## src/rtl/lab_ctrl_pkg.sv

```systemverilog
// Shared types and defaults for the lab latch-control blocks.
// Holds the arbiter state encoding, the requester identity type and the
// default phase/gap lengths used by latch_write_arbiter.
package lab_ctrl_pkg;

    // Default number of cycles each latch enable stays high.
    localparam int DEFAULT_PHASE_CYCLES = 2;

    // Default number of all-low cycles between enable phases.
    localparam int DEFAULT_GAP_CYCLES = 1;

    // Width of the down-counter that times every state.
    localparam int PHASE_CNT_W = 4;

    // Arbiter FSM states, in the order a transaction walks through them.
    typedef enum logic [2:0] {
        IDLE  = 3'd0,
        MLOAD = 3'd1,
        GAP1  = 3'd2,
        SLOAD = 3'd3,
        GAP2  = 3'd4,
        DONE  = 3'd5
    } arb_state_t;

    // Identity of a requester, used both for the winner and the last-served pointer.
    typedef enum logic {
        SERVED_A = 1'b0,
        SERVED_B = 1'b1
    } requester_t;

    // Counter value to load on entry to a state lasting 'cycles' cycles.
    // The counter runs down to zero, so a one-cycle state loads zero.
    function automatic logic [PHASE_CNT_W-1:0] phase_load(input int cycles);
        if (cycles < 1) begin
            return '0;
        end
        return PHASE_CNT_W'(cycles - 1);
    endfunction

endpackage

```

## src/rtl/rr_arb2.sv

```systemverilog
// Two-way round-robin winner selection.
// A lone requester always wins; on a tie the requester that was not
// served most recently wins. Purely combinational.
module rr_arb2
    import lab_ctrl_pkg::*;
(
    input  logic       req_a,
    input  logic       req_b,
    input  requester_t last_served,
    output logic       valid,
    output requester_t winner
);

    // Pick a winner from the live requests and the last-served pointer.
    always_comb begin
        valid  = req_a | req_b;
        winner = SERVED_A;
        if (req_a && req_b) begin
            winner = (last_served == SERVED_B) ? SERVED_A : SERVED_B;
        end else if (req_b) begin
            winner = SERVED_B;
        end
    end

endmodule

```

## src/rtl/latch_write_arbiter.sv

```systemverilog
// Arbitrates two write requesters onto a master/slave latch pair.
// A granted write captures its data, opens the master bank for
// PHASE_CYCLES, waits GAP_CYCLES, opens the slave bank for PHASE_CYCLES,
// waits GAP_CYCLES again and then pulses Done for one cycle.
module latch_write_arbiter
    import lab_ctrl_pkg::*;
#(
    parameter int PHASE_CYCLES = DEFAULT_PHASE_CYCLES,
    parameter int GAP_CYCLES   = DEFAULT_GAP_CYCLES
) (
    input  logic       Clk,
    input  logic       Reset,
    input  logic       ReqA,
    input  logic       ReqB,
    input  logic [7:0] DataA,
    input  logic [7:0] DataB,
    output logic       GntA,
    output logic       GntB,
    output logic       DoneA,
    output logic       DoneB,
    output logic [7:0] D_out,
    output logic       En_m,
    output logic       En_s,
    output logic       Busy
);

    localparam logic [PHASE_CNT_W-1:0] PHASE_LOAD = phase_load(PHASE_CYCLES);
    localparam logic [PHASE_CNT_W-1:0] GAP_LOAD   = phase_load(GAP_CYCLES);

    arb_state_t              state;
    arb_state_t              state_next;
    logic [PHASE_CNT_W-1:0]  phase_cnt;
    logic [PHASE_CNT_W-1:0]  phase_cnt_next;
    requester_t              last_served;
    requester_t              last_served_next;
    logic [7:0]              d_out_q;
    logic [7:0]              d_out_next;
    logic                    arb_valid;
    requester_t              arb_winner;
    logic                    phase_over;

    // The arbiter only looks at requests while the FSM is idle; the
    // winner it reports is consumed by the IDLE branch below.
    rr_arb2 u_rr_arb2 (
        .req_a       (ReqA),
        .req_b       (ReqB),
        .last_served (last_served),
        .valid       (arb_valid),
        .winner      (arb_winner)
    );

    assign phase_over = (phase_cnt == '0);

    // State, counter, pointer and data registers; reset wins over everything.
    always_ff @(posedge Clk) begin
        if (Reset) begin
            state       <= IDLE;
            phase_cnt   <= '0;
            last_served <= SERVED_B;
            d_out_q     <= 8'h00;
        end else begin
            state       <= state_next;
            phase_cnt   <= phase_cnt_next;
            last_served <= last_served_next;
            d_out_q     <= d_out_next;
        end
    end

    // Next-state logic: each timed state runs its counter down to zero,
    // then moves on and reloads the counter for the following state.
    // The last-served pointer doubles as the owner of the running write.
    always_comb begin
        state_next       = state;
        phase_cnt_next   = phase_cnt;
        last_served_next = last_served;
        d_out_next       = d_out_q;
        case (state)
            IDLE: begin
                phase_cnt_next = '0;
                if (arb_valid) begin
                    state_next       = MLOAD;
                    phase_cnt_next   = PHASE_LOAD;
                    last_served_next = arb_winner;
                    d_out_next       = (arb_winner == SERVED_B) ? DataB : DataA;
                end
            end
            MLOAD: begin
                if (phase_over) begin
                    state_next     = GAP1;
                    phase_cnt_next = GAP_LOAD;
                end else begin
                    phase_cnt_next = phase_cnt - 1'b1;
                end
            end
            GAP1: begin
                if (phase_over) begin
                    state_next     = SLOAD;
                    phase_cnt_next = PHASE_LOAD;
                end else begin
                    phase_cnt_next = phase_cnt - 1'b1;
                end
            end
            SLOAD: begin
                if (phase_over) begin
                    state_next     = GAP2;
                    phase_cnt_next = GAP_LOAD;
                end else begin
                    phase_cnt_next = phase_cnt - 1'b1;
                end
            end
            GAP2: begin
                if (phase_over) begin
                    state_next     = DONE;
                    phase_cnt_next = '0;
                end else begin
                    phase_cnt_next = phase_cnt - 1'b1;
                end
            end
            DONE: begin
                state_next     = IDLE;
                phase_cnt_next = '0;
            end
            default: begin
                state_next     = IDLE;
                phase_cnt_next = '0;
            end
        endcase
    end

    // Output decode: everything follows from the registered state and owner,
    // so grants, enables and Done never depend on the live request inputs.
    always_comb begin
        GntA  = 1'b0;
        GntB  = 1'b0;
        DoneA = 1'b0;
        DoneB = 1'b0;
        En_m  = 1'b0;
        En_s  = 1'b0;
        Busy  = 1'b0;
        if (state != IDLE) begin
            Busy = 1'b1;
            GntA = (last_served == SERVED_A);
            GntB = (last_served == SERVED_B);
        end
        if (state == MLOAD) begin
            En_m = 1'b1;
        end
        if (state == SLOAD) begin
            En_s = 1'b1;
        end
        if (state == DONE) begin
            DoneA = (last_served == SERVED_A);
            DoneB = (last_served == SERVED_B);
        end
    end

    assign D_out = d_out_q;

endmodule

```

## config.mk

```make
export PLATFORM = sky130hd
export DESIGN_NAME = latch_write_arbiter
export DESIGN_NICKNAME = d
export VERILOG_FILES = /design/src/rtl/lab_ctrl_pkg.sv /design/src/rtl/rr_arb2.sv /design/src/rtl/latch_write_arbiter.sv
export SDC_FILE = /design/constraint.sdc
export NUM_CORES = 1
export LEC_CHECK = 0
export BUFFER_PORTS_ARGS = -buffer_cell sky130_fd_sc_hd__clkbuf_2
export CAP_MARGIN = 10
export CORE_MARGIN = 2
export CORE_UTILIZATION = 45
export CTS_CLUSTER_DIAMETER = 200
export DETAILED_ROUTE_END_ITERATION = 10
export GPL_ROUTABILITY_DRIVEN = 0
export GPL_TIMING_DRIVEN = 0
export PLACE_DENSITY_LB_ADDON = 0.3
export SLEW_MARGIN = 20
export SYNTH_ARGS = -nofsm -noshare
export SYNTH_HDL_FRONTEND = slang
export SYNTH_SLANG_ARGS = --single-unit
```

## constraint.sdc

```tcl
create_clock -name Clk -period 3.9 [get_ports Clk]
set_input_delay 0.78 -clock Clk [delete_from_list [all_inputs] [get_ports Clk]]
set_output_delay 0.78 -clock Clk [all_outputs]
set_load 0.005 [all_outputs]
```

==> impl_metrics.prom, run 1 <==
# TYPE chip_impl_metric gauge
chip_impl_metric{name="finalWorstSetupSlack",unit="ns"} 1.50
chip_impl_metric{name="post_synth_num_cell_types",unit=""} 30
chip_impl_metric{name="power.density_cell_area",unit="mW/mm^2"} 721
chip_impl_metric{name="skew",unit="ns"} 0.00358
chip_impl_metric{name="mappedNetlistNets",unit=""} 112
chip_impl_metric{name="wire_per_inst",unit="um"} 12.0
chip_impl_info{name="most_common_cell_after_layout_fill_and_taps_aside",value="sky130_fd_sc_hd__clkbuf_2"} 1
chip_impl_metric{name="fin_crit",unit="ns"} 2.40
chip_impl_metric{name="ctsHtreeMaxLevel",unit=""} 1
chip_impl_metric{name="synthSimpleGateAreaFrac",unit=""} 0.204
chip_impl_metric{name="synth-compound-area-share",unit=""} 0.270
chip_impl_metric{name="cap_violations",unit=""} 0
chip_impl_metric{name="via_count_of_the_first_global_routing_pass",unit=""} 737
chip_impl_info{name="tritoncts_clock_tree",value="yes"} 1
chip_impl_metric{name="critical_path_required",unit="ns"} 3.12
chip_impl_metric{name="core_area",unit="mm^2"} 0.00175
chip_impl_metric{name="max_fo_critical_path",unit=""} 10
chip_impl_metric{name="postCtsHoldBufs",unit=""} 0
chip_impl_metric{name="wl",unit="mm"} 1.84
chip_impl_metric{name="source_to_sink_clock_delay_at_the_later_pin_of_the_worst_skew_pair",unit="ns"} 0.28
chip_impl_metric{name="yosys-mux-area-fraction",unit=""} 0
chip_impl_metric{name="clk_pin_slew",unit="ns"} 0.09
chip_impl_metric{name="grtUsageTotal",unit=""} 0.197
chip_impl_metric{name="achievable-frequency",unit="MHz"} 416
chip_impl_metric{name="fp-row-count",unit=""} 15
chip_impl_metric{name="dp_hpwl",unit="mm"} 1.40
chip_impl_metric{name="cpPeakStageDelay",unit="ns"} 0.40
chip_impl_metric{name="io_buffers",unit=""} 34
chip_impl_metric{name="detail_route.drc_violations",unit=""} 0
chip_impl_metric{name="cts_made_buffers",unit=""} 3
chip_impl_info{name="clock_tree.root_cell",value="sky130_fd_sc_hd__clkbuf_4"} 1
chip_impl_metric{name="detail_route.iter0.violations",unit=""} 8
chip_impl_metric{name="synth_fa_ha_area_frac",unit=""} 0.0149
chip_impl_info{name="mostFrequentLayoutCells",value="34 x sky130_fd_sc_hd__clkbuf_2, 16 x sky130_fd_sc_hd__dfxtp_1, 13 x sky130_fd_sc_hd__inv_1, 8 x sky130_fd_sc_hd__o32ai_1, 8 x sky130_fd_sc_hd__a221oi_1"} 1
chip_impl_metric{name="design_power_total",unit="mW"} 0.777
chip_impl_metric{name="timing.final.hold_violations",unit=""} 0
chip_impl_metric{name="die_height",unit="um"} 47.2
chip_impl_metric{name="clockBufferDepth",unit=""} 2
chip_impl_metric{name="finalMaxSlewViolations",unit=""} 0
chip_impl_metric{name="synth_sequential_area_ratio",unit=""} 0.382
chip_impl_metric{name="post_route_cells_drive_above_1_share",unit=""} 0.388
chip_impl_metric{name="grt_start_max_net_pins",unit=""} 11
chip_impl_metric{name="ant_nets",unit=""} 0
chip_impl_metric{name="utilization_of_the_core_after_routing",unit=""} 0.617
chip_impl_info{name="timing.hold.worst.class",value="flop to flop"} 1
chip_impl_metric{name="timing.final.crit_share",unit=""} 0.616
chip_impl_metric{name="route.vias.total",unit=""} 818
chip_impl_info{name="dominant_combinational_cell_family_by_area_after_synthesis",value="compound AO/OA/AOI/OAI gates"} 1
chip_impl_metric{name="yosysWarnings",unit=""} 0
chip_impl_metric{name="setup-tns-final",unit="ns"} 0
chip_impl_metric{name="grt_remaining_overflow",unit=""} 0
chip_impl_metric{name="floorplan.die_area",unit="mm^2"} 0.00223
chip_impl_metric{name="crit_arrival",unit="ns"} 1.62
chip_impl_metric{name="floorplan.initialDensity",unit=""} 0.481
chip_impl_info{name="worst_hold_startpoint",value="D_out[2]"} 1
chip_impl_metric{name="hold-worst-slack",unit="ns"} 0.475
chip_impl_metric{name="number_of_optimization_iterations_in_the_first_detailed_route_pass",unit=""} 4
chip_impl_metric{name="pre_cts_ws",unit="ns"} 1.81
chip_impl_metric{name="netlist_instances",unit=""} 91
chip_impl_metric{name="yosys.area_share.xor_xnor",unit=""} 0.0209
chip_impl_metric{name="report.final.setup_viol",unit=""} 0
chip_impl_metric{name="cts_setup_buffers",unit=""} 0
chip_impl_info{name="r2r-start",value="phase_cnt[0]"} 1
chip_impl_metric{name="ys_ff_latch",unit=""} 16
chip_impl_metric{name="final_nets",unit=""} 151
chip_impl_metric{name="synthesis.area_per_instance",unit="um^2"} 9.23
chip_impl_metric{name="antenna_found_initial",unit=""} 0
chip_impl_info{name="startpoint_type",value="flop"} 1
chip_impl_metric{name="ctsResizeCount",unit=""} 0
chip_impl_metric{name="max_slew.worst_pin.slew",unit="ns"} 0.487
chip_impl_metric{name="n_antenna_cell",unit=""} 0
chip_impl_metric{name="top_level_ports",unit=""} 35
chip_impl_info{name="critical-path-slowest-cell",value="sky130_fd_sc_hd__clkbuf_1"} 1
chip_impl_info{name="worst_setup_path_end_kind",value="primary output"} 1
chip_impl_info{name="timing.critical_path.from",value="state[2]"} 1
chip_impl_metric{name="fillers",unit=""} 164
chip_impl_info{name="path_cells",value="buf_6 -> nor3_4 -> clkbuf_1 -> inv_1 -> clkbuf_2"} 1
chip_impl_metric{name="areaGrowthSynthToFinish",unit="%"} 28.3
chip_impl_metric{name="post_drt_via_cell_ratio",unit=""} 5.31
chip_impl_metric{name="max-vdd-ir-drop",unit="mV"} 0.420
chip_impl_info{name="cp_class",value="flop to primary output"} 1
chip_impl_metric{name="clock_sinks",unit=""} 16
chip_impl_metric{name="synthesis.area",unit="um^2"} 840
chip_impl_info{name="rsz0062_at_grt",value="no"} 1
chip_impl_metric{name="maxSlewHeadroom",unit=""} 0.675
chip_impl_info{name="run_status",value="complete, no violations"} 1
chip_impl_metric{name="die_width",unit="um"} 47.2
chip_impl_metric{name="p_leak",unit="nW"} 0.472
chip_impl_metric{name="grt_first_pass_wirelength",unit="mm"} 3.11
power breakdown:
part | switching (mW) | leakage, nW | internal (mW)
combinational | 0.213 | 0.319 | 0.193
sequential | 0.0389 | 0.132 | 0.223
clock | 0.0521 | 0.0210 | 0.0568
path summary, 6_finish.rpt:
check | slack [ns] | to | cells past startpoint
max reg2reg | 2.37 | state[0] | 5
max | 1.50 | Busy | 5
min reg2reg | 0.48 | D_out[2] | 2
min | 0.48 | D_out[2] | 2
metal layers:
metal	wire length [um]	vias to the layer above	part of all wire	global-route usage
li1	-	414	-	-
met1	844	371	0.46	0.252
met2	869	30	0.47	0.323
met3	112	3	0.061	0.0462
met4	17	0	0.0092	0.0667
met5	0	-	0	0
registers in the layout, indices dropped and copies added, names as in the netlist:
register and count:
phase_cnt 4, state 3, last_served 1, D_out 8
layout make-up:
cell class	count	area, um^2	area share
timing repair buffer	34	170	0.158
sequential	16	320	0.297
clock buffer	4	36.3	0.0337
buffer	7	42.5	0.0395
tap	25	31.3	0.0290
inverter	13	48.8	0.0453
multi-input combinational	55	428	0.397
critical path: cells and delay by family (launching register included):
| family | cells | cell delay, ns |
|---|---|---|
| buffers and inverters | 4 | 0.73 |
| flip-flops | 1 | 0.32 |
| AND/OR/NAND/NOR | 1 | 0.29 |
cell usage after synthesis:
cell / number / area share
sky130_fd_sc_hd__dfxtp_1: 16 / 0.38
sky130_fd_sc_hd__inv_1: 13 / 0.058
sky130_fd_sc_hd__a221oi_1: 8 / 0.083
sky130_fd_sc_hd__o32ai_1: 8 / 0.083
sky130_fd_sc_hd__nor3_1: 5 / 0.030
sky130_fd_sc_hd__clkbuf_1: 4 / 0.018
sky130_fd_sc_hd__nor2_1: 4 / 0.018
sky130_fd_sc_hd__a21oi_1: 3 / 0.018
sky130_fd_sc_hd__nand2_1: 3 / 0.013
sky130_fd_sc_hd__buf_6: 2 / 0.027
sky130_fd_sc_hd__nand3b_1: 2 / 0.018
sky130_fd_sc_hd__nor2b_1: 2 / 0.015
sky130_fd_sc_hd__nor3b_1: 2 / 0.018
sky130_fd_sc_hd__or2_2: 2 / 0.015
sky130_fd_sc_hd__xnor2_1: 2 / 0.021
sky130_fd_sc_hd__a2111oi_1: 1 / 0.012
sky130_fd_sc_hd__a21bo_2: 1 / 0.012
sky130_fd_sc_hd__a221o_1: 1 / 0.012
sky130_fd_sc_hd__and4bb_2: 1 / 0.015
sky130_fd_sc_hd__buf_2: 1 / 0.0060
sky130_fd_sc_hd__ha_1: 1 / 0.015
sky130_fd_sc_hd__nand2b_1: 1 / 0.0075
sky130_fd_sc_hd__nor3_4: 1 / 0.019
sky130_fd_sc_hd__nor3b_2: 1 / 0.015
sky130_fd_sc_hd__o21a_1: 1 / 0.0089
sky130_fd_sc_hd__o21ai_2: 1 / 0.010
sky130_fd_sc_hd__o22a_1: 1 / 0.010
sky130_fd_sc_hd__o32ai_2: 1 / 0.019
sky130_fd_sc_hd__or3_1: 1 / 0.0075
sky130_fd_sc_hd__or3_4: 1 / 0.013
metrics by stage:
step,cells,cell area (um^2)
after floorplan,91,840
after global placement,150,1040
after detailed placement,150,1040
after CTS,154,1080
after global routing,154,1080
final,154,1080
cell families (layout without fill, tap and decap cells):
family                     after synthesis  in the layout
and+or+nand+nor                         26             26
adders and majority gates                1              1
DFF                                     16             16
buffers and inverters                   20             58
xor gates and xnor gates                 2              2
AOI/OAI and AO/OA                       26             26
Note: power is estimated with default switching activity, not from simulation.
==> inputs of run 2 (changes only) <==
--- a/config.mk
+++ b/config.mk
@@ -5,10 +5,11 @@
 export SDC_FILE = /design/constraint.sdc
 export NUM_CORES = 1
 export LEC_CHECK = 0
+export ABC_AREA = 1
 export BUFFER_PORTS_ARGS = -buffer_cell sky130_fd_sc_hd__clkbuf_2
 export CAP_MARGIN = 10
 export CORE_MARGIN = 2
-export CORE_UTILIZATION = 45
+export CORE_UTILIZATION = 41
 export CTS_CLUSTER_DIAMETER = 200
 export DETAILED_ROUTE_END_ITERATION = 10
 export GPL_ROUTABILITY_DRIVEN = 0
==> constraint.sdc (replaced) <==
create_clock -name Clk -period 2.2 [get_ports Clk]
set_input_delay 0.44 -clock Clk [delete_from_list [all_inputs] [get_ports Clk]]
set_output_delay 0.44 -clock Clk [all_outputs]
set_load 0.005 [all_outputs]
==> impl_metrics.prom, run 2 <==
# TYPE chip_impl_metric gauge
chip_impl_metric{name="clk_pin_slew",unit="ns"} 0.09
chip_impl_metric{name="wire_per_inst",unit="um"} 10.3
chip_impl_metric{name="route.met3.wl",unit="um"} 101
chip_impl_info{name="synthTopCellsByCount",value="26 x sky130_fd_sc_hd__nand2_1, 21 x sky130_fd_sc_hd__nor2_1, 16 x sky130_fd_sc_hd__dfxtp_1"} 1
chip_impl_metric{name="achievable-frequency",unit="MHz"} 585
chip_impl_info{name="clock_tree.root_cell",value="sky130_fd_sc_hd__clkbuf_4"} 1
chip_impl_info{name="startpoint_type",value="flop"} 1
chip_impl_info{name="worst_hold_startpoint",value="Reset"} 1
chip_impl_metric{name="clock_sinks",unit=""} 16
chip_impl_metric{name="finalWorstSetupSlack",unit="ns"} 0.491
chip_impl_metric{name="post_synth_num_cell_types",unit=""} 22
chip_impl_info{name="maxUsedRoutingLayer",value="met4"} 1
chip_impl_metric{name="crit_arrival",unit="ns"} 1.27
chip_impl_metric{name="io_buffers",unit=""} 34
chip_impl_metric{name="setup-tns-final",unit="ns"} 0
chip_impl_metric{name="top_level_ports",unit=""} 35
chip_impl_metric{name="post_drt_via_cell_ratio",unit=""} 4.78
chip_impl_metric{name="final_nets",unit=""} 179
chip_impl_metric{name="cap_violations",unit=""} 0
chip_impl_metric{name="fin_crit",unit="ns"} 1.71
chip_impl_metric{name="pre_cts_ws",unit="ns"} 0.700
chip_impl_metric{name="cts_made_buffers",unit=""} 3
chip_impl_metric{name="synth_sequential_area_ratio",unit=""} 0.383
chip_impl_metric{name="netlist_instances",unit=""} 119
chip_impl_metric{name="multiInputGateArea",unit="um^2"} 450
chip_impl_metric{name="register_area",unit="um^2"} 320
chip_impl_metric{name="grtUsageTotal",unit=""} 0.174
chip_impl_metric{name="synthesis.area_per_instance",unit="um^2"} 7.03
chip_impl_metric{name="detail_route.wirelength.met1",unit="um"} 857
chip_impl_metric{name="met2_wirelength",unit="um"} 895
chip_impl_metric{name="postSynth.asyncResetShare",unit=""} 0
chip_impl_metric{name="skew",unit="ns"} 0.00251
chip_impl_info{name="mostFrequentLayoutCells",value="35 x sky130_fd_sc_hd__clkbuf_2, 26 x sky130_fd_sc_hd__nand2_1, 21 x sky130_fd_sc_hd__nor2_1, 16 x sky130_fd_sc_hd__dfxtp_1, 12 x sky130_fd_sc_hd__a21oi_1"} 1
chip_impl_metric{name="ys_ff_latch",unit=""} 16
chip_impl_info{name="most_common_cell_after_layout_fill_and_taps_aside",value="sky130_fd_sc_hd__clkbuf_2"} 1
chip_impl_metric{name="cts_setup_buffers",unit=""} 0
chip_impl_metric{name="via_count_of_the_first_global_routing_pass",unit=""} 787
chip_impl_metric{name="post_route_cells_drive_above_1_share",unit=""} 0.306
chip_impl_metric{name="floorplan.initialDensity",unit=""} 0.431
chip_impl_info{name="synth_most_common_cell",value="sky130_fd_sc_hd__nand2_1"} 1
chip_impl_metric{name="max-vdd-ir-drop",unit="mV"} 0.642
chip_impl_metric{name="dp_hpwl",unit="mm"} 1.52
chip_impl_info{name="timing.hold.worst.class",value="input port to flop"} 1
chip_impl_metric{name="grt_remaining_overflow",unit=""} 0
chip_impl_info{name="cp_class",value="flop to primary output"} 1
chip_impl_metric{name="die_height",unit="um"} 49.2
chip_impl_metric{name="n_antenna_cell",unit=""} 0
chip_impl_info{name="rsz0062_at_grt",value="no"} 1
chip_impl_metric{name="yosysTopAreaCellShare",unit=""} 0.383
chip_impl_info{name="synth_top_flop_cell",value="sky130_fd_sc_hd__dfxtp_1"} 1
chip_impl_metric{name="floorplan.die_area",unit="mm^2"} 0.00242
chip_impl_info{name="yosys.area.top_type",value="sky130_fd_sc_hd__dfxtp_1"} 1
chip_impl_metric{name="reg_to_reg_slack_setup",unit="ns"} 0.86
chip_impl_metric{name="wl",unit="mm"} 1.89
chip_impl_metric{name="power.density_cell_area",unit="mW/mm^2"} 1340
chip_impl_metric{name="maxSlewHeadroom",unit=""} 0.740
chip_impl_metric{name="finalMaxSlewViolations",unit=""} 0
chip_impl_metric{name="detail_route.iter0.violations",unit=""} 12
chip_impl_metric{name="max_fo_critical_path",unit=""} 6
chip_impl_metric{name="fillers",unit=""} 215
chip_impl_info{name="r2r-start",value="last_served"} 1
chip_impl_metric{name="max_slew.worst_pin.slew",unit="ns"} 0.388
chip_impl_metric{name="source_to_sink_clock_delay_at_the_later_pin_of_the_worst_skew_pair",unit="ns"} 0.29
chip_impl_metric{name="grt_first_pass_wirelength",unit="mm"} 3.27
chip_impl_info{name="worst_setup_path_end_kind",value="primary output"} 1
chip_impl_metric{name="timing.final.crit_share",unit=""} 0.777
chip_impl_metric{name="number_of_optimization_iterations_in_the_first_detailed_route_pass",unit=""} 4
chip_impl_metric{name="core_area",unit="mm^2"} 0.00194
chip_impl_metric{name="detail_route.drc_violations",unit=""} 0
chip_impl_metric{name="ctsHtreeMaxLevel",unit=""} 1
chip_impl_metric{name="max_reg_flops",unit=""} 8
chip_impl_metric{name="postCtsHoldBufs",unit=""} 0
chip_impl_info{name="run_status",value="complete, no violations"} 1
chip_impl_metric{name="areaGrowthSynthToFinish",unit="%"} 28.7
chip_impl_info{name="synth_top_cells_by_area",value="sky130_fd_sc_hd__dfxtp_1 38%, sky130_fd_sc_hd__nand2_1 12%, sky130_fd_sc_hd__nor2_1 9.4%"} 1
chip_impl_metric{name="route.vias.total",unit=""} 880
chip_impl_metric{name="report.final.setup_viol",unit=""} 0
chip_impl_metric{name="die_width",unit="um"} 49.2
chip_impl_metric{name="grt_start_max_net_pins",unit=""} 11
chip_impl_metric{name="antenna_found_initial",unit=""} 0
chip_impl_metric{name="critical_path_required",unit="ns"} 1.76
chip_impl_metric{name="yosysWarnings",unit=""} 0
chip_impl_metric{name="clockBufferDepth",unit=""} 2
chip_impl_metric{name="timing.final.hold_violations",unit=""} 0
chip_impl_metric{name="mappedNetlistNets",unit=""} 140
chip_impl_metric{name="p_leak",unit="nW"} 0.561
chip_impl_metric{name="ctsResizeCount",unit=""} 0
chip_impl_metric{name="ant_nets",unit=""} 0
chip_impl_info{name="tritoncts_clock_tree",value="yes"} 1
chip_impl_metric{name="synth_edf_count",unit=""} 0
chip_impl_metric{name="synthesis.area",unit="um^2"} 837
chip_impl_info{name="timing.critical_path.from",value="state[2]"} 1
chip_impl_metric{name="fp-row-count",unit=""} 16
==> run 2: cell count changes after synthesis, sizes merged, moves of 3 or more <==
cell	delta
a21oi	+10
a221oi	-8
clkbuf	-3
inv	-3
nand2	+26
nand3	+7
nor2	+19
nor3	-4
nor3b	-3
o21ai	+11
o32ai	-9
==> run 2: worst paths after layout <==
path / end / depth (start not counted)
setup / recovery: GntB / 5
hold / removal: phase_cnt[0] / 2
setup reg to reg: last_served / 5
hold reg to reg: D_out[4] / 2
==> run 2: logic make-up after synthesis <==
logic type,count (synthesis),share of synthesized area
AND/OR/NAND/NOR,62,0.344
flip-flops,16,0.383
XOR/XNOR,2,0.0209
adder cells (fa/ha/maj),1,0.0149
AO/OA/AOI/OAI,25,0.158
buffers and inverters,13,0.0792
==> run 2: power breakdown <==
part | switching [mW] | internal [mW]
clock | 0.0942 | 0.101
sequential | 0.0842 | 0.397
combinational | 0.442 | 0.321
total | 0.620 | 0.818
==> run 2: per-layer routing <==
metal  global-route usage  vias to the layer above
li1                     -                      464
met1                0.201                      387
met2                0.304                       24
met3               0.0307                        5
met4               0.0857                        0
met5                    0                        -
==> run 2: area by class of cell <==
class | count | share of cell area
buffer | 2 | 0.0232
timing repair buffer | 34 | 0.158
inverter | 11 | 0.0383
sequential | 16 | 0.297
clock buffer | 4 | 0.0337
multi-input combinational | 90 | 0.418
tap | 27 | 0.0314
==> run 2: metrics by stage <==
stage,instance area (um^2),hold slack [ns],total power [mW],util,instances
floorplan,837,0.485,1.03,-,119
global placement,1040,0.491,1.22,0.536,180
detailed placement,1040,0.500,1.25,0.536,180
CTS,1080,0.337,1.45,0.555,184
global route,1080,0.344,1.58,0.555,184
finish,1080,0.339,1.44,0.555,184
==> run 2: critical path, cell delays in order (launching register included) <==
cell and delay, ns:
sky130_fd_sc_hd__dfxtp_1 0.40, sky130_fd_sc_hd__inv_1 0.13, sky130_fd_sc_hd__nand2_4 0.16, sky130_fd_sc_hd__inv_2 0.08
sky130_fd_sc_hd__nor2_1 0.09, sky130_fd_sc_hd__clkbuf_2 0.12
==> inputs of run 3 (changes only) <==
==> constraint.sdc (replaced) <==
create_clock -name Clk -period 1.5 [get_ports Clk]
set_input_delay 0.3 -clock Clk [delete_from_list [all_inputs] [get_ports Clk]]
set_output_delay 0.3 -clock Clk [all_outputs]
set_load 0.005 [all_outputs]
==> impl_metrics.prom, run 3 (synthesized netlist as in run 2, its figures left out) <==
# TYPE chip_impl_metric gauge
chip_impl_metric{name="clock_sinks",unit=""} 16
chip_impl_metric{name="max_reg_flops",unit=""} 8
chip_impl_metric{name="cap_violations",unit=""} 0
chip_impl_metric{name="die_height",unit="um"} 49.2
chip_impl_metric{name="share_seq_of_total_power",unit=""} 0.328
chip_impl_metric{name="fp-row-count",unit=""} 16
chip_impl_metric{name="clockBufferDepth",unit=""} 2
chip_impl_metric{name="post_drt_via_cell_ratio",unit=""} 4.83
chip_impl_info{name="startpoint_type",value="flop"} 1
chip_impl_metric{name="p_leak",unit="nW"} 0.575
chip_impl_metric{name="post_route_cells_drive_above_1_share",unit=""} 0.346
chip_impl_metric{name="clk_pin_slew",unit="ns"} 0.09
chip_impl_metric{name="number_of_optimization_iterations_in_the_first_detailed_route_pass",unit=""} 3
chip_impl_metric{name="power_frac_comb",unit=""} 0.541
chip_impl_metric{name="finalMaxSlewViolations",unit=""} 0
chip_impl_info{name="worst_setup_path_end_kind",value="primary output"} 1
chip_impl_metric{name="io_buffers",unit=""} 34
chip_impl_metric{name="ant_nets",unit=""} 0
chip_impl_metric{name="grtUsageTotal",unit=""} 0.177
chip_impl_metric{name="floorplan.initialDensity",unit=""} 0.431
chip_impl_metric{name="switching_share_of_total_power",unit=""} 0.425
chip_impl_metric{name="antenna_found_initial",unit=""} 0
chip_impl_metric{name="share_of_power_burned_in_the_clock_network",unit=""} 0.131
chip_impl_metric{name="reg_to_reg_slack_setup",unit="ns"} 0.15
chip_impl_info{name="worst_r2r_endpoint",value="D_out[6]"} 1
chip_impl_info{name="tritoncts_clock_tree",value="yes"} 1
chip_impl_metric{name="report.final.setup_viol",unit=""} 0
chip_impl_metric{name="critical_path_required",unit="ns"} 1.20
chip_impl_metric{name="hold-worst-slack",unit="ns"} 0.200
chip_impl_metric{name="top_level_ports",unit=""} 35
chip_impl_metric{name="route.vias.total",unit=""} 899
chip_impl_info{name="most_common_cell_after_layout_fill_and_taps_aside",value="sky130_fd_sc_hd__clkbuf_2"} 1
chip_impl_info{name="worst_hold_startpoint",value="Reset"} 1
chip_impl_metric{name="crit_arrival",unit="ns"} 1.11
chip_impl_metric{name="max_fo_critical_path",unit=""} 5
chip_impl_metric{name="wire_per_inst",unit="um"} 10.3
chip_impl_info{name="min_to",value="phase_cnt[0]"} 1
chip_impl_metric{name="worst_r2r_path_depth",unit=""} 8
chip_impl_metric{name="intPower",unit="mW"} 1.26
chip_impl_metric{name="hold-path-cell-count",unit=""} 2
chip_impl_metric{name="power.density_cell_area",unit="mW/mm^2"} 1980
chip_impl_info{name="rsz0062_at_grt",value="no"} 1
chip_impl_metric{name="fin_crit",unit="ns"} 1.41
chip_impl_metric{name="final_nets",unit=""} 181
chip_impl_metric{name="die_width",unit="um"} 49.2
chip_impl_metric{name="p_switching",unit="mW"} 0.929
chip_impl_info{name="mostFrequentLayoutCells",value="35 x sky130_fd_sc_hd__clkbuf_2, 26 x sky130_fd_sc_hd__nand2_1, 21 x sky130_fd_sc_hd__nor2_1, 13 x sky130_fd_sc_hd__dfxtp_1, 12 x sky130_fd_sc_hd__a21oi_1"} 1
chip_impl_metric{name="timing.final.crit_share",unit=""} 0.939
chip_impl_metric{name="setup-tns-final",unit="ns"} 0
chip_impl_info{name="cp_class",value="flop to primary output"} 1
chip_impl_metric{name="via_count_of_the_first_global_routing_pass",unit=""} 813
chip_impl_metric{name="areaGrowthSynthToFinish",unit="%"} 31.5
chip_impl_metric{name="ctsHtreeMaxLevel",unit=""} 1
chip_impl_metric{name="achievable-frequency",unit="MHz"} 710
chip_impl_metric{name="skew",unit="ns"} 0.00116
chip_impl_metric{name="wl",unit="mm"} 1.92
chip_impl_metric{name="cts_made_buffers",unit=""} 3
chip_impl_metric{name="grt_remaining_overflow",unit=""} 0
chip_impl_info{name="clock_tree.root_cell",value="sky130_fd_sc_hd__clkbuf_4"} 1
chip_impl_metric{name="core_area",unit="mm^2"} 0.00194
chip_impl_metric{name="grt_start_max_net_pins",unit=""} 11
chip_impl_metric{name="maxSlewHeadroom",unit=""} 0.740
chip_impl_metric{name="detail_route.drc_violations",unit=""} 0
chip_impl_metric{name="source_to_sink_clock_delay_at_the_later_pin_of_the_worst_skew_pair",unit="ns"} 0.29
chip_impl_metric{name="max_slew.worst_pin.slew",unit="ns"} 0.388
chip_impl_metric{name="max-vdd-ir-drop",unit="mV"} 0.970
chip_impl_metric{name="floorplan.die_area",unit="mm^2"} 0.00242
chip_impl_metric{name="utilization_of_the_core_after_routing",unit=""} 0.567
chip_impl_metric{name="dp_hpwl",unit="mm"} 1.52
chip_impl_metric{name="grt_first_pass_wirelength",unit="mm"} 3.33
chip_impl_info{name="run_status",value="complete, no violations"} 1
chip_impl_metric{name="postCtsHoldBufs",unit=""} 0
chip_impl_info{name="r2r-start",value="state[1]"} 1
chip_impl_metric{name="detail_route.iter0.violations",unit=""} 8
chip_impl_metric{name="n_antenna_cell",unit=""} 0
chip_impl_info{name="timing.hold.worst.class",value="input port to flop"} 1
chip_impl_metric{name="timing.final.hold_violations",unit=""} 0
-- run 3: cell count changes in the layout (fill, tap and decap cells not counted), sizes merged --
cell / delta
buf: +2
-- run 3: per-stage QoR --
step	area (um^2)	power, mW	instances	setup slack (ns)
after CTS	1100	2.19	186	0.0717
after global routing	1100	2.39	186	0.0204
final	1100	2.19	186	0.0915
after detailed placement	1040	1.84	180	0.140
after global placement	1040	1.78	180	0.183
after floorplan	837	1.51	119	0.363
-- run 3: worst max-delay path by stage --
stage | from | end | slack [ns] | cells after the start
6_report | state[1] | GntB | 0.09 | 5
4_1_cts | state[2] | GntB | 0.07 | 5
3_5_place_dp | ReqA | last_served | 0.14 | 6
2_1_floorplan | state[1] | D_out[6] | 0.36 | 7
5_1_grt | state[1] | GntA | 0.02 | 5
3_3_place_gp | ReqA | last_served | 0.18 | 6
-- run 3: layout make-up --
type	instances	area [um^2]
clock buffer	4	36.3
fill	211	841
inverter	11	41.3
buffer	2	25.0
tap	27	33.8
multi-input combinational	90	455
timing repair buffer	36	185
sequential	16	324
-- run 3: worst max-delay path, stage by stage, from the launching register on --
cell	delay, ns
sky130_fd_sc_hd__dfxtp_2	0.36
sky130_fd_sc_hd__nor2_4	0.15
sky130_fd_sc_hd__nand2_4	0.07
sky130_fd_sc_hd__inv_2	0.08
sky130_fd_sc_hd__nor2_1	0.05
sky130_fd_sc_hd__clkbuf_2	0.11
-- run 3: timing repair --
action,CTS,global route
pin swaps,1,0
setup buffers,2,0
endpoints found under the setup margin,2,3
resized for setup,3,2
-- run 3: metal layers --
metal,GRT usage,up-vias,share of wire
met5,0,-,0
li1,-,470,-
met4,0.0857,0,0.019
met2,0.313,23,0.48
met1,0.203,401,0.45
met3,0.0307,5,0.056
-- run 3: power by group through the flow --
stage                     Combinational (mW)  Clock (mW)  Sequential [mW]
final                                   1.18       0.287            0.716
after global routing                    1.35       0.312            0.736
after CTS                               1.18       0.291            0.714
after detailed placement                1.12           0            0.717
after global placement                  1.08           0            0.707
after floorplan                        0.806           0            0.704
